[config.mk]
export PLATFORM = sky130hd
export DESIGN_NAME = detector_seq_ctrl
export DESIGN_NICKNAME = d
export VERILOG_FILES = /design/src/rtl/detector_seq_ctrl.sv
export SDC_FILE = /design/constraint.sdc
export NUM_CORES = 1
export LEC_CHECK = 0
export ABC_AREA = 1
export BUFFER_PORTS_ARGS = -buffer_cell sky130_fd_sc_hd__buf_4
export CAP_MARGIN = 25
export CORE_MARGIN = 2
export CORE_UTILIZATION = 45
export CTS_BUF_LIST = sky130_fd_sc_hd__clkbuf_8
export DETAILED_ROUTE_END_ITERATION = 7
export PLACE_DENSITY = 0.68
export REMOVE_ABC_BUFFERS = 1
export SLEW_MARGIN = 5
export SYNTH_ARGS = -nofsm -noshare
export SYNTH_HDL_FRONTEND = slang
export SYNTH_SLANG_ARGS = --single-unit
[constraint.sdc]
create_clock -name clk -period 1.4 [get_ports clk]
set_input_delay 0.21 -clock clk [delete_from_list [all_inputs] [get_ports clk]]
set_output_delay 0.21 -clock clk [all_outputs]
set_load 0.005 [all_outputs]
[src/rtl/detector_seq_ctrl.sv]
`timescale 1ns/1ps
// detector_seq_ctrl
// Sequencer that restarts a serial sequence-detector FSM, shifts a
// programmed bit pattern into it MSB-first one bit per clock, and counts
// the cycles in which the detector reports a detection.
//
// Ports:
//   clk        clock shared with the detector
//   rst_n      asynchronous active-low reset
//   start      command strobe, sampled only in IDLE or DONE
//   abort      cancels a run in LOAD/SHIFT/DRAIN (no done pulse)
//   pattern    bits to send, captured in LOAD
//   len        number of bits to send (pattern[len-1:0]); clamps to PAT_W
//   hit_in     detector detect flag
//   x_out      serial bit to the detector
//   det_rst_n  detector reset, active-low (low during LOAD and reset)
//   busy       high in LOAD, SHIFT and DRAIN
//   done       one-cycle completion pulse
//   hit_count  saturating count of detections in the last run
module detector_seq_ctrl #(
  parameter int PAT_W = 16,
  parameter int CNT_W = 8,
  parameter int LEN_W = 5
) (
  input  logic             clk,
  input  logic             rst_n,
  input  logic             start,
  input  logic             abort,
  input  logic [PAT_W-1:0] pattern,
  input  logic [LEN_W-1:0] len,
  input  logic             hit_in,
  output logic             x_out,
  output logic             det_rst_n,
  output logic             busy,
  output logic             done,
  output logic [CNT_W-1:0] hit_count
);

  typedef enum logic [2:0] {
    S_IDLE  = 3'd0,
    S_LOAD  = 3'd1,
    S_SHIFT = 3'd2,
    S_DRAIN = 3'd3,
    S_DONE  = 3'd4
  } state_t;

  localparam logic [LEN_W-1:0] PAT_W_L = LEN_W'(PAT_W);

  state_t           state;
  state_t           state_nxt;
  logic [PAT_W-1:0] shreg;
  logic [LEN_W-1:0] bit_cnt;
  logic [LEN_W-1:0] eff_len;
  logic [LEN_W-1:0] shamt;
  logic             count_en;

  function automatic logic [CNT_W-1:0] sat_inc(input logic [CNT_W-1:0] c);
    return (c == {CNT_W{1'b1}}) ? c : c + CNT_W'(1);
  endfunction

  // Lengths above PAT_W clamp to PAT_W.
  assign eff_len = (len > PAT_W_L) ? PAT_W_L : len;

  // Left-align the active bits so the register MSB is always the next bit
  // to send; a zero length never reaches SHIFT, so the full-width shift is harmless.
  assign shamt = PAT_W_L - eff_len;

  assign count_en = hit_in && ((state == S_SHIFT) || (state == S_DRAIN));

  always_ff @(posedge clk or negedge rst_n) begin
    if (!rst_n) begin
      state     <= S_IDLE;
      shreg     <= '0;
      bit_cnt   <= '0;
      hit_count <= '0;
    end else begin
      state <= state_nxt;
      if (state == S_LOAD) begin
        shreg     <= pattern << shamt;
        bit_cnt   <= eff_len;
        hit_count <= '0;
      end else begin
        if (state == S_SHIFT) begin
          shreg   <= shreg << 1;
          bit_cnt <= bit_cnt - LEN_W'(1);
        end
        if (count_en) begin
          hit_count <= sat_inc(hit_count);
        end
      end
    end
  end

  always_comb begin
    state_nxt = state;
    case (state)
      S_IDLE:  if (start) state_nxt = S_LOAD;
      S_LOAD: begin
        if (abort)               state_nxt = S_IDLE;
        else if (eff_len != '0)  state_nxt = S_SHIFT;
        else                     state_nxt = S_DONE;
      end
      S_SHIFT: begin
        if (abort)                      state_nxt = S_IDLE;
        else if (bit_cnt > LEN_W'(1))   state_nxt = S_SHIFT;
        else                            state_nxt = S_DRAIN;
      end
      S_DRAIN: state_nxt = abort ? S_IDLE : S_DONE;
      S_DONE:  state_nxt = start ? S_LOAD : S_IDLE;
      default: state_nxt = S_IDLE;
    endcase
  end

  assign x_out     = (state == S_SHIFT) && shreg[PAT_W-1];
  // Holding the detector in reset through LOAD guarantees it starts SHIFT
  // in its initial state.
  assign det_rst_n = rst_n && (state != S_LOAD);
  assign busy      = (state == S_LOAD) || (state == S_SHIFT) || (state == S_DRAIN);
  assign done      = (state == S_DONE);

endmodule

==> flow_summary.ini <==
[logic_synthesis]
synth-main-ff-cell = dfrtp_1
yosysTopAreaCell = dfrtp_1
synth_common_cells = nand2_1 (119), nand3_1 (93), inv_1 (44)
syn-cell-area_um2 = 2590
ys_types = 33
synth-async-reset-ratio_pct = 100
avgSynthCellArea_um2 = 6.51
synth_top_area_share_pct = 30.9
ys_seq_elements = 32
synth.most_common_cell = nand2_1
synth_warnings = 0
synthCells = 398
synth_edf_count = 0
yosys-top-cells-area = dfrtp_1 (31%), nand3_1 (18%), nand2_1 (17%)
synth-seq-area-share_pct = 30.9

[global_routing]
overflow = 0
grt_pass1_vias = 3043
grt_max_degree = 33
grt_pass1_wl_um = 13600
antenna_found_initial = 0
grt_usage_pct = 26.6

[final_layout]
n_fill_cell = 368
drive_above_1_share_pct = 46.4
nets = 554
utilization_pct = 77.3
diodes = 0
finalNonFillerCells = 596
syn2layout_area_growth_pct = 65.3

[sta]
slew-limit-headroom_pct = 71.2
finalHoldViolCount = 0
hold_slack_ns = 0.00671
finalSetupViolCount = 34
setup_ws_ns = -0.391
max_freq_ghz = 0.558
tightest_slew_ns = 0.432
min_period_ns = 1.79
period_share_pct = 128
skew_ns = 0.00496
rsz0062_at_grt = yes
slew_violations = 0

[power_and_ir_drop]
ir_worst_vdd_mv = 0.880
powerDensity_nw_per_um2 = 1330
leakagePower_nw = 2.18
p_total_w = 0.00570

[flow_run]
max_cap_viol_count = 0

[die]
die_h_um = 79.9
die-area_um2 = 6380
core_area_um2 = 5540
start_util_pct = 46.8
rows = 27
io_pins = 38
die_w_um = 79.9

[critical_path]
cp.required_ns = 1.58
crit_fanout = 6
crit_type = in -> reg
crit_slowest_cell = ha_4
cp-startpoint = len[1]
rr_worst_depth = 13
timing.rr.end = shreg[4]
cp.buffers_inverters = 5
start_kind = input port
cp_top_family = simple AND/OR/NAND/NOR gates
timing.rr.start = state[2]
cp.arrival_ns = 1.97
endpoint_kind = register
critPathMaxStageDelay_ns = 0.22
worst-r2r-setup-slack_ns = -0.38
cp_cell_sequence = buf_8 -> nor2_4 -> nand2_2 -> nand2_4 -> buf_6 -> nand2_2 -> nand3_2 -> inv_2 -> ha_4 -> nand2_4 -> inv_4 -> nand2_4 -> clkinvlp_4 -> nand3_2 -> o21ai_1 -> nand2_1 -> o21ai_2
crit_top_cell = nand2_4

[cts]
clock_latency_ns = 0.29
holdBufCountCts = 0
clkSinkCount = 32
clk_pin_slew_worst_paths_ns = 0.08
cts_max_path_buffers = 2
cts_buffers = 5
htreeDepth = 2
cts_tree = built
root_buffer = clkbuf_8

[route]
wire_per_inst_um = 17.2
num_vias = 3443
viasPerCell = 5.78
post-route-drc-count = 0
ant_nets = 0
drtIter0Drc = 252
first_pass_iters = 7
wl_um = 10300

[placement]
dp.cells = 540
hpwl_um = 5070
post-place-ws_ns = -0.772
gp_congestion = 0.856
port_buffers = 37

[min_path]
hold_class = in -> async

[status]
outcome = finished, violations left
violations = setup timing
-- through the flow --
step	instance area (um2)	setup TNS, ns
3_3_place_gp	3210	-11.56
2_1_floorplan	2450	-19.89
5_1_grt	4280	-10.62
3_5_place_dp	3210	-12.51
6_report	4280	-8.65
4_1_cts	3800	-4.69
-- metal layers --
| metal | vias to the layer above | GRT usage (%) | wire length (um) | part of all wire, % |
|---|---|---|---|---|
| met4 | 0 | 7.80 | 536 | 5.2 |
| li1 | 1566 | - | - | - |
| met3 | 64 | 4.07 | 860 | 8.4 |
| met2 | 230 | 46.7 | 4990 | 49 |
| met1 | 1583 | 33.7 | 3890 | 38 |
| met5 | - | 0 | 0 | 0 |
-- sequential cells by signal (all words and copies together) (netlist names) --
register / count
shreg: 16
hit_count: 8
bit_cnt: 5
state: 3
-- cells by family after synthesis --
logic type | share of synthesized area, %
AO/OA/AOI/OAI | 8.88
buffers and inverters | 12.4
AND/OR/NAND/NOR | 45.1
flip-flops | 30.9
adder cells (fa/ha/maj) | 2.41
XOR/XNOR | 0.338
-- layout make-up --
type,count,area [um2],share of cell area (%)
inverters,47,200,4.67
clock buffers,5,68.8,1.61
clock inverters,3,23.8,0.555
repair buffers,133,1170,27.3
repair inverters,1,7.51,0.175
flip-flops and latches,32,801,18.7
well taps,72,90.1,2.10
multi-input cells,303,1920,44.9
-- placed cells by master (no fill, tap or decap), types with 12 or more instances in the layout --
| cell | synthesis | final |
|---|---|---|
| buf_4 | 5 | 102 |
| buf_6 | 2 | 25 |
| nand3_2 | 5 | 23 |
| nand2_1 | 119 | 101 |
| dfrtp_1 | 32 | 32 |
| nand3_1 | 93 | 72 |
| o21ai_1 | 5 | 12 |
| inv_1 | 44 | 32 |
| nand2_4 | 3 | 14 |
| nand2_2 | 5 | 13 |
-- worst max-delay path by stage --
| stage | end | cells past startpoint |
|---|---|---|
| finish | shreg[4] | 17 |
| global route | shreg[4] | 17 |
| global placement | shreg[5] | 17 |
| CTS | shreg[6] | 17 |
| detailed placement | shreg[5] | 17 |
| floorplan | shreg[11] | 14 |
-- where the power goes --
part / switching, W / internal, W / total (W)
clock network: 0.000400 / 0.000352 / 0.000752
registers: 0.000202 / 0.00123 / 0.00143
logic: 0.00189 / 0.00163 / 0.00352
-- timing repair --
action / CTS / global route
pin swaps: 29 / 31
buffers inserted: 26 / 24
gates resized for setup: 85 / 77
endpoints found under the setup margin: 33 / 35
gates cloned: 2 / 3
Note: power is estimated with default switching activity, not from simulation.
